`src/rtl/integral_image_writer.sv`:
```
// rtl/integral_image_writer.sv - streaming integral-image generator with a one-row line buffer
module integral_image_writer #(
    parameter int IMG_WIDTH  = 20,
    parameter int IMG_HEIGHT = 20,
    parameter int PIX_W      = 8,
    parameter int SUM_W      = 16
) (
    input  logic             clk,
    input  logic             reset,
    input  logic             start,
    input  logic             pix_valid,
    input  logic [PIX_W-1:0] pix_data,
    output logic             pix_ready,
    output logic             ii_we,
    output logic [7:0]       ii_x,
    output logic [7:0]       ii_y,
    output logic [SUM_W-1:0] ii_wdata,
    output logic             busy,
    output logic             frame_done,
    output logic             overflow
);
    localparam logic [1:0] S_IDLE  = 2'd0;
    localparam logic [1:0] S_RUN   = 2'd1;
    localparam logic [1:0] S_FLUSH = 2'd2;
    localparam logic [1:0] S_DONE  = 2'd3;

    localparam int         XW     = (IMG_WIDTH > 1) ? $clog2(IMG_WIDTH) : 1;
    localparam int         SW1    = SUM_W + 1;
    localparam logic [7:0] X_LAST = 8'(IMG_WIDTH - 1);
    localparam logic [7:0] Y_LAST = 8'(IMG_HEIGHT - 1);

    logic [1:0]       state;
    logic [7:0]       x_cnt;
    logic [7:0]       y_cnt;
    logic [SUM_W-1:0] row_sum;
    logic [SUM_W-1:0] line_buf [IMG_WIDTH];

    logic             accept;
    logic             last_pix;
    logic [XW-1:0]    x_idx;
    logic [SUM_W-1:0] row_base;
    logic [SUM_W-1:0] above;
    logic [SUM_W:0]   row_ext;
    logic [SUM_W:0]   ii_ext;
    logic             carry;

    assign pix_ready  = (state == S_RUN);
    assign busy       = (state == S_RUN) || (state == S_FLUSH);
    assign frame_done = (state == S_DONE);
    assign accept     = pix_valid & pix_ready;
    assign last_pix   = (x_cnt == X_LAST) && (y_cnt == Y_LAST);
    assign x_idx      = x_cnt[XW-1:0];

    // The extra MSB of each sum is the carry out of SUM_W bits.
    always_comb begin
        row_base = (x_cnt == '0) ? '0 : row_sum;
        above    = (y_cnt == '0) ? '0 : line_buf[x_idx];
        row_ext  = {1'b0, row_base} + SW1'(pix_data);
        ii_ext   = {1'b0, above} + {1'b0, row_ext[SUM_W-1:0]};
        carry    = row_ext[SUM_W] | ii_ext[SUM_W];
    end

    // Line buffer has no reset: row 0 never reads it.
    always_ff @(posedge clk) begin
        if (accept) begin
            line_buf[x_idx] <= ii_ext[SUM_W-1:0];
        end
    end

    always_ff @(posedge clk or negedge reset) begin
        if (!reset) begin
            state    <= S_IDLE;
            x_cnt    <= '0;
            y_cnt    <= '0;
            row_sum  <= '0;
            overflow <= 1'b0;
            ii_we    <= 1'b0;
            ii_x     <= '0;
            ii_y     <= '0;
            ii_wdata <= '0;
        end else begin
            ii_we <= accept;
            if (accept) begin
                ii_x     <= x_cnt;
                ii_y     <= y_cnt;
                ii_wdata <= ii_ext[SUM_W-1:0];
                row_sum  <= row_ext[SUM_W-1:0];
                if (carry) begin
                    overflow <= 1'b1;
                end
                if (x_cnt == X_LAST) begin
                    x_cnt <= '0;
                    y_cnt <= y_cnt + 8'd1;
                end else begin
                    x_cnt <= x_cnt + 8'd1;
                end
            end

            case (state)
                S_IDLE: begin
                    if (start) begin
                        state    <= S_RUN;
                        x_cnt    <= '0;
                        y_cnt    <= '0;
                        row_sum  <= '0;
                        overflow <= 1'b0;
                    end
                end
                S_RUN: begin
                    if (accept && last_pix) begin
                        state <= S_FLUSH;
                    end
                end
                S_FLUSH: state <= S_DONE;
                default: state <= S_IDLE;
            endcase
        end
    end
endmodule

```
`config.mk`:
```
export PLATFORM = sky130hd
export DESIGN_NAME = integral_image_writer
export DESIGN_NICKNAME = d
export VERILOG_FILES = /design/src/rtl/integral_image_writer.sv
export SDC_FILE = /design/constraint.sdc
export NUM_CORES = 1
export LEC_CHECK = 0
export ABC_AREA = 1
export CAP_MARGIN = 15
export CORE_MARGIN = 5
export CORE_UTILIZATION = 52
export CTS_CLUSTER_DIAMETER = 50
export DETAILED_ROUTE_END_ITERATION = 8
export PLACE_DENSITY = 0.76
export SYNTH_ARGS = -nofsm -noshare
export SYNTH_HDL_FRONTEND = slang
export SYNTH_SLANG_ARGS = --single-unit
```
`constraint.sdc`:
```
create_clock -name clk -period 9.5 [get_ports clk]
set_input_delay 1.9 -clock clk [delete_from_list [all_inputs] [get_ports clk]]
set_output_delay 1.9 -clock clk [all_outputs]
set_load 0.01 [all_outputs]
```
Word level (Yosys, flattened, before mapping)
Memory sizes are Yosys's and may differ from the RTL's.
Index checks and enable logic that the tools add are counted.
- register bits after elaboration: 68
- RAM bits: 320
- input bits: 12
- logic and storage cells: 52
- memories kept: 1
- memories (memory ; depth ; width ; rd ports ; clocked after Yosys merged registers in ; wr ports ; line ; RTL):
    line_buf ; 20 ; 16 ; 1 ; 0 ; 1 ; 36 ; logic [SUM_W-1:0] line_buf [IMG_WIDTH];
- reduce and logical (&&, ||, !) cells: 7
- bitwise operators: 2
- equality and inequality tests: 7
- $add $sub $neg: 4
- mux-type cells: 22
- operators with widths (cell ; count):
    2-to-1 mux 16 bit ; 5
    2-to-1 mux 8 bit ; 8
    adder 16 x 16 -> 17 bit ; 1
    adder 16 x 8 -> 17 bit ; 1
    adder 8 x 1 -> 8 bit, second input constant ; 2
    == test 8 x 5 -> 1 bit, second input constant ; 2
    logical NOT 8 bit ; 2
    2-to-1 mux 1 bit ; 6
    one-hot mux 2 bit (3 select lines) ; 1
    == test 2 bit, second input constant ; 2
    2-to-1 mux 2 bit ; 2
    == test 2 x 1 -> 1 bit, second input constant ; 1
    logical AND 1 bit ; 2
    logical NOT 2 bit ; 1
    inequality test 2 x 1 -> 1 bit, second input constant ; 1
    inequality test 2 bit, second input constant ; 1
    AND reduction 2 bit ; 1
    AND 1 bit ; 1
    logical OR 1 bit ; 1
    OR 1 bit ; 1

Depth between registers and ports, before layout
Gate-level depths: netlist of run 1.
- depth in word-level cells: 9
- gate-level depth with buffers: 32
- mapped depth without buffers: 27

Worst setup path after synthesis of run 1
Ideal clock, no wire load.
- path type: input to register
- from: input pix_data[0]
- to: memory line_buf[0][10], data pin
- data arrival time: 4594 ps
- setup slack: 4579 ps
- data required time: 9173 ps
- setup time: 327 ps
- stages on the path: 13
- cells stage by stage: ha_1 > fa_1 > nand2_1 > nand2_1 > o21ai_0 > o21ai_2 > or2_2 > nand2_1 > ha_1 > nand2_1 > o21ai_0 > a21oi_1 > xnor2_1
- longest elaborated chain between the ends: 2
- RTL lines (item ; line ; RTL):
    from (decl) ; 12 ; input logic [PIX_W-1:0] pix_data,
    adder 16 x 8 -> 17 bit ; 58 ; row_ext = {1'b0, row_base} + SW1'(pix_data);
    adder 16 x 16 -> 17 bit ; 59 ; ii_ext = {1'b0, above} + {1'b0, row_ext[SUM_W-1:0]};
    net ii_ext[10] ; 44 ; logic [SUM_W:0] ii_ext;
    to (decl) ; 36 ;
The timed path passes the listed nets, and every way through them passes these cells.

Worst setup path after layout of run 1
- from: register x_cnt[1]
- to: memory line_buf[9][14], data pin
- longest elaborated chain between the ends: 4
- elaborated cells on any way between the ends: 6
- classes of those cells: add/sub: 2; mux: 2; reduce/logical: 1; memory: 1
- RTL lines (item ; line ; RTL):
    from (decl) ; 33 ; logic [7:0] x_cnt;
    from (signal assigned) ; 95 ; x_cnt <= x_cnt + 8'd1;
    logical NOT 8 bit ; 56 ; row_base = (x_cnt == '0) ? '0 : row_sum;
    2-to-1 mux 16 bit ; 56 ;
    adder 16 x 8 -> 17 bit ; 58 ;
    adder 16 x 16 -> 17 bit * ; 59 ;
    net ii_ext[14] ; 44 ;
Mark *: on every way through the listed nets, which the timed path passes. The rest lies on a longest branch.

==> results of run 1 <==
## worst max-delay path, delay by kind of cell (launching register included)
family	cells	cell delay, ns
simple gates	11	1.89
fa+ha+maj	4	1.23
compound gates	4	0.76
buf+inv	2	0.72
flops	1	0.38
## synth_stat cells, types with 3 or more instances
master | n | area, sq um
buf_6 | 7 | 78.83
buf_2 | 9 | 45.04
xnor2_1 | 5 | 43.79
o21bai_1 | 6 | 45.04
o211ai_1 | 4 | 30.03
buf_4 | 5 | 37.54
nand2_1 | 267 | 1002
o21ai_0 | 186 | 930.9
nor2_2 | 5 | 31.28
xor2_1 | 10 | 87.58
nand3_1 | 53 | 265.3
o22ai_1 | 80 | 500.5
nor3_1 | 4 | 20.02
ha_1 | 34 | 425.4
edfxtp_1 | 320 | 9609
o21ai_1 | 25 | 125.1
clkbuf_1 | 52 | 195.2
nor3_2 | 3 | 30.03
and2_1 | 5 | 31.28
inv_1 | 102 | 382.9
inv_2 | 5 | 18.77
nor2_1 | 258 | 968.4
nand3b_1 | 6 | 45.04
a21oi_1 | 28 | 140.1
or2_2 | 7 | 43.79
nor4_1 | 3 | 18.77
dfrtp_1 | 68 | 1702
nand4_1 | 4 | 25.02
## how the worst min path moves through the flow
stage | slack (ns) | cells past startpoint | to
detailed placement | 0.46 | 2 | ii_wdata[3]$_DFFE_PN0P_
CTS | 0.48 | 2 | ii_wdata[3]$_DFFE_PN0P_
global placement | 0.46 | 2 | ii_x[5]$_DFFE_PN0P_
global route | 0.51 | 2 | ii_wdata[15]$_DFFE_PN0P_
floorplan | 0.48 | 2 | row_sum[0]$_DFF_PN0_
finish | 0.48 | 2 | ii_y[7]$_DFFE_PN0P_
## cell usage in the layout (no fill, tap or decap), types with 4 or more instances in the layout
cell type        synthesis  final
nand2_1                267    266
xnor2_1                  5      5
dfrtp_1                 68     66
nor3_2                   3      4
a21oi_1                 28     28
clkinv_1                 1      8
nand4_1                  4      4
o211ai_1                 4      4
buf_4                    5     41
ha_1                    34     34
o21bai_1                 6      6
xor2_1                  10     10
inv_2                    5      6
inv_6                    1      5
edfxtp_1               320    320
o21ai_1                 25     25
nor2_1                 258    256
nor2_2                   5      7
clkinv_2                 0      5
nand3b_1                 6      6
clkbuf_16                0     44
o22ai_1                 80     80
nand3_1                 53     53
or2_2                    7      7
o21ai_0                186    186
clkdlybuf4s50_1          0     47
inv_1                  102    102
and2_1                   5      5
clkbuf_1                52     10
## metal layers
| metal | vias to the layer above | wire length [um] |
|---|---|---|
| li1 | 5628 | - |
| met1 | 5802 | 16620 |
| met2 | 529 | 19700 |
| met3 | 113 | 3596 |
| met4 | 0 | 1508 |
| met5 | - | 0 |
## flip-flops by register name, summed over array words and instances, names as in the netlist
name,cells
ii_x,8
overflow,1
ii_y,8
x_cnt,8
state,2
ii_wdata,16
ii_we,1
y_cnt,8
line_buf,320
row_sum,16
## logic make-up (layout without fill, tap and decap cells)
kind of cell	count (synthesis)	in the layout	synth area share [%]
xor+xnor	15	15	0.7668
flops	388	388	66.02
buf+inv	184	277	4.608
simple gates	628	628	15.26
compound gates	335	335	10.63
fa+ha+maj	36	36	2.717
## cell type report
class                   count  area (sq um)
clock buffers              54          1139
clock inverters            25         225.2
fillers                  2550         13060
inverters                 109         414.1
multi-input cells        1014          5045
flip-flops and latches    388         11320
well taps                 442         553.0
repair buffers             89         783.3
## power by group
part	internal, mW	total [mW]	switching (mW)
registers	2.68	2.74	0.0670
clock network	0.919	1.59	0.669
logic	0.777	2.80	2.03
total	4.37	7.13	2.76
## stage by stage
stage / hold slack (ns) / area (sq um) / total power [mW] / utilization [%] / setup slack (ns)
detailed placement: 0.4649 / 18100 / 5.517 / 55.64 / 3.840
global route: 0.5087 / 19470 / 7.518 / 59.86 / 3.796
global placement: 0.4643 / 18100 / 5.450 / 55.64 / 3.910
floorplan: 0.4811 / 17130 / 4.516 / - / 4.580
CTS: 0.4809 / 19470 / 7.126 / 59.83 / 4.220
finish: 0.4796 / 19470 / 7.134 / 59.86 / 4.201
==> flow_summary.ini, run 1 <==
[placed_design]
finalWeightedCongestion = 0.8571
placed_cells = 2041
port_buffers = 48
hpwl_mm = 24.65

[setup_path]
worstSetupStartpointType = flop
critPathLaunch = x_cnt[1]$_DFF_PN0_
r2r_end = line_buf[9][14]$_DFFE_PP_
r2r_cells = 21
crit_chain = buf_4, inv_2, ha_1, nand2_4, nor2_8, nor2_1, ha_1, fa_1, nand2_1, nand2_1, o21ai_0, o21ai_2, or2_2, nand2_1, ha_1, nand2_1, o21ai_0, a21oi_1, nand2_1, nand2_1, and2_1
reg2reg_slack_ns = 4.20
path_common_cell = nand2_1
path_max_fanout = 85
cp.arrival_ns = 5.54
critPathKind = reg -> reg
critPathMaxStageDelay_ns = 0.60
cpMaxStageDelayCell = and2_1
end_kind = flop
required_ns = 9.74
crit_end = line_buf[9][14]$_DFFE_PP_
rr_startpoint = x_cnt[1]$_DFF_PN0_

[sta]
finalCriticalPeriod_ns = 5.299
worstMarginPinSlew_ns = 1.193
slew_violations = 0
hold_viol = 0
setup_viol_count_final = 0
finalSetupTns_ns = 0
clock_skew_ns = 0.02111
rsz0062_at_grt = no
slew_headroom_pct = 20.18
min_period_over_period_pct = 55.78
fmax_mhz = 188.7

[yosys]
synthFlopType = edfxtp_1
ys_types = 47
postSynthAreaPerCell_sq_um = 10.80
synth-edff-count = 320
syn_area_sq_um = 17130
ys_warn_count = 0
syn_inst = 1586
synth-async-reset-ratio_pct = 17.53
ys_ff_latch = 388
ys_seq_area_share_pct = 66.02
synth_nets = 1634

[hold_path]
hold_start = ii_y[7]$_DFFE_PN0P_
hold_class = reg -> reg

[global_route]
antenna_found_initial = 0
grt_pass1_vias = 11601
top_usage_layer = met2
met2_usage_pct = 36.88
grtUsageMet1_pct = 31.19
grt_max_degree = 94
grt_overflow = 0
grt_use_total_pct = 22.74
grt_pass1_wl_mm = 64.45
grt_use_met3_pct = 3.908

[floorplan]
row_count = 66
io_pins = 49
core_area_sq_um = 32540
die_area_sq_um = 36680
die_w_um = 191.5
start_util_pct = 52.66
die_h_um = 191.5

[cts]
cts.sinks = 388
cts_buffers = 44
clk_path_buf_depth = 3
ctsResizeCount = 0
clock_latency_ns = 0.54
clk_transition_reported_paths_ns = 0.06
cts_tree = done
cts_max_level = 2
cts_hold_buf = 0
cts_setup_buffers = 0
cts-root-buf = clkbuf_16

[drt]
vias = 12072
ant_nets = 0
routed_wirelength_mm = 41.42
drt_iter0_drc = 1268
wire_per_inst_um = 19.53
vias_per_cell = 5.692
route.detailed.drc = 0
first_pass_iters = 5

[power_and_ir_drop]
peakVddDrop_mv = 0.2755
p_per_area_nw_per_um2 = 366.3
leakage_nw = 7.445

[outcome]
status = finished, final reports clean

[final_layout]
syn_to_final_growth_pct = 13.67
antenna_cells = 0
fin_nets = 1694
finalNonFillerCells = 2121
layout-drive-gt1-share_pct = 8.398

[flow_run]
drv_cap = 0
No activity file was read; power rests on OpenSTA's default activity.
==> run 2, diff against run 1 <==
--- a/config.mk
+++ b/config.mk
@@ -11,7 +11,7 @@
 export CORE_UTILIZATION = 52
 export CTS_CLUSTER_DIAMETER = 50
 export DETAILED_ROUTE_END_ITERATION = 8
-export PLACE_DENSITY = 0.76
+export PLACE_DENSITY = 0.79
 export SYNTH_ARGS = -nofsm -noshare
 export SYNTH_HDL_FRONTEND = slang
 export SYNTH_SLANG_ARGS = --single-unit
==> constraint.sdc (replaced) <==
create_clock -name clk -period 4.5 [get_ports clk]
set_input_delay 0.9 -clock clk [delete_from_list [all_inputs] [get_ports clk]]
set_output_delay 0.9 -clock clk [all_outputs]
set_load 0.01 [all_outputs]
==> run 2 against run 1 <==
Compared with the run above:
- clock skew barely moved
- setup slack worse by 3.9 ns
- cell area is 1.1% higher
- critical path depth did not move
- total power is 110% higher
- via count up 1.2%
- non-clock buffer count rose by 20
- core utilization rose by 0.64 points
- cell count grew 0.90%
- critical path type unchanged
- highest routed layer unchanged
==> flow_summary.ini, run 2 (synthesis gave the netlist of run 1 again) <==
[sta]
clock_skew_ns = 0.02114
slew_headroom_pct = 36.77
hold_viol = 0
worstMarginPinSlew_ns = 0.9474
fmax_mhz = 235.4
setup_slack_ns = 0.2511
min_period_over_period_pct = 94.42
rsz0062_at_grt = no
slew_violations = 0
setup_viol_count_final = 0
finalCriticalPeriod_ns = 4.249

[setup_path]
crit_chain = inv_6, ha_1, nand2_4, nor2_8, nor2_1, ha_1, fa_1, nand2_1, nand2_1, o21ai_2, o21ai_2, or2_2, nand2_1, ha_1, buf_4, nand2_1, nand2_1, a21oi_1, nand2_1, or2_2, and2_2
critPathKind = reg -> reg
cp.arrival_ns = 4.50
end_kind = flop
worst-path-buf-inv = 2
worstSetupStartpointType = flop
path_max_fanout = 20
cpMaxStageDelayCell = dfrtp_4
required_ns = 4.75
crit_family = simple AND/OR/NAND/NOR gates
path_common_cell = nand2_1
critPathMaxStageDelay_ns = 0.51

[floorplan]
die_area_sq_um = 36680
die_w_um = 191.5
die_h_um = 191.5
start_util_pct = 52.66
row_count = 66
core_area_sq_um = 32540
io_pins = 49

[final_layout]
finalNonFillerCells = 2140
finalCoreUtilization_pct = 60.49
fillers = 2541
top_regs = line_buf (320), ii_wdata (16), row_sum (16)
antenna_cells = 0
syn_to_final_growth_pct = 14.88
largest_reg_flops = 320
max_flop_register = line_buf
mostFrequentLayoutCells = edfxtp_1, nand2_1, nor2_1
fin_nets = 1713
mostFrequentLayoutCell = edfxtp_1
layout-drive-gt1-share_pct = 9.541

[power_and_ir_drop]
peakVddDrop_mv = 0.5022
p_per_area_nw_per_um2 = 776.3
leakage_nw = 7.550

[cts]
clock_latency_ns = 0.56
cts_max_level = 2
cts.sinks = 388
clk_transition_reported_paths_ns = 0.06
cts-root-buf = clkbuf_16
cts_tree = done
cts_setup_buffers = 0
cts_buffers = 43
clk_path_buf_depth = 3

[global_route]
grt_max_degree = 164
grt_pass1_wl_mm = 64.31
grt_pass1_vias = 11845
grt_use_total_pct = 22.57
grt_overflow = 0
antenna_found_initial = 0

[drt]
vias_per_cell = 5.711
ant_nets = 0
routed_wirelength_mm = 41.44
drt_iter0_drc = 1244
first_pass_iters = 5
vias = 12222
route.detailed.drc = 0
wire_per_inst_um = 19.37

[placed_design]
port_buffers = 48
placed_cells = 2062
hpwl_mm = 24.47
finalWeightedCongestion = 0.9500
dp_slack_ns = -0.007341

[hold_path]
hold_class = in -> async

[flow_run]
drv_cap = 0

[outcome]
status = finished, final reports clean
run 2: cell count changes in the layout (fill, tap and decap cells not counted), moves of 2 or more:
cell	delta
and2_1	-5
clkbuf_1	-2
nor2_1	+2
nor2_2	-2
clkinv_2	-2
buf_4	+14
and2_2	+5
buf_12	+6
clkinv_1	+5
run 2: path summary, 6_finish.rpt:
kind                                     start                    endpoint  slack [ns]  depth (start not counted)
max in group asynchronous                reset     ii_wdata[0]$_DFFE_PN0P_        3.16                          2
hold / removal                           reset        row_sum[1]$_DFF_PN0_        0.33                          1
setup reg to reg            x_cnt[0]$_DFF_PN0_  line_buf[19][11]$_DFFE_PP_        0.25                         21
hold reg to reg            ii_x[0]$_DFFE_PN0P_         ii_x[0]$_DFFE_PN0P_        0.48                          2
setup / recovery            x_cnt[0]$_DFF_PN0_  line_buf[19][11]$_DFFE_PP_        0.25                         21
min in group clk           ii_x[0]$_DFFE_PN0P_         ii_x[0]$_DFFE_PN0P_        0.48                          2
run 2: timing repair:
action | CTS | global route
endpoints found under the setup margin | 0 | 102
gates resized for setup | 0 | 5
hold buffers | 0 | 0
run 2: stage by stage:
stage | power, mW | area, sq um | TNS [ns] | hold slack, ns
2_1_floorplan | 9.555 | 17150 | -0.3913 | 0.4811
3_3_place_gp | 11.74 | 18340 | 0 | 0.4608
3_5_place_dp | 11.97 | 18340 | -0.1324 | 0.4665
4_1_cts | 15.25 | 19670 | 0 | 0.3286
5_1_grt | 16.10 | 19680 | 0 | 0.3578
6_report | 15.28 | 19680 | 0 | 0.3318
run 2: layout make-up:
| type | count | area, sq um | area share [%] |
|---|---|---|---|
| Clock inverter | 27 | 216.5 | 1.100 |
| Timing Repair Buffer | 109 | 1008 | 5.124 |
| Sequential cell | 388 | 11320 | 57.49 |
| Inverter | 109 | 414.1 | 2.104 |
| Tap cell | 442 | 553.0 | 2.810 |
| Clock buffer | 51 | 1106 | 5.619 |
| Multi-Input combinational cell | 1014 | 5069 | 25.75 |
run 2: worst reg2reg max path, stage by stage (launching register included):
cell,delay (ns)
dfrtp_4,0.51
inv_6,0.07
ha_1,0.22
nand2_4,0.09
nor2_8,0.20
nor2_1,0.07
ha_1,0.21
fa_1,0.41
nand2_1,0.08
nand2_1,0.06
o21ai_2,0.09
o21ai_2,0.13
or2_2,0.29
nand2_1,0.10
ha_1,0.26
buf_4,0.16
nand2_1,0.05
nand2_1,0.07
a21oi_1,0.20
nand2_1,0.10
or2_2,0.29
and2_2,0.30
run 2: routing by layer:
metal  global-route usage (%)  vias to the layer above  part of all wire (%)
li1                         -                     5668                     -
met1                    30.48                     5916                    40
met2                    36.90                      536                    48
met3                    3.634                      102                   7.9
met4                    9.006                        0                   3.5
met5                        0                        -                     0
run 2: power by group:
group	leakage, nW	internal [mW]	switching [mW]
clock	0.640	1.84	1.42
sequential	3.80	5.65	0.143
combinational	3.12	1.84	4.39
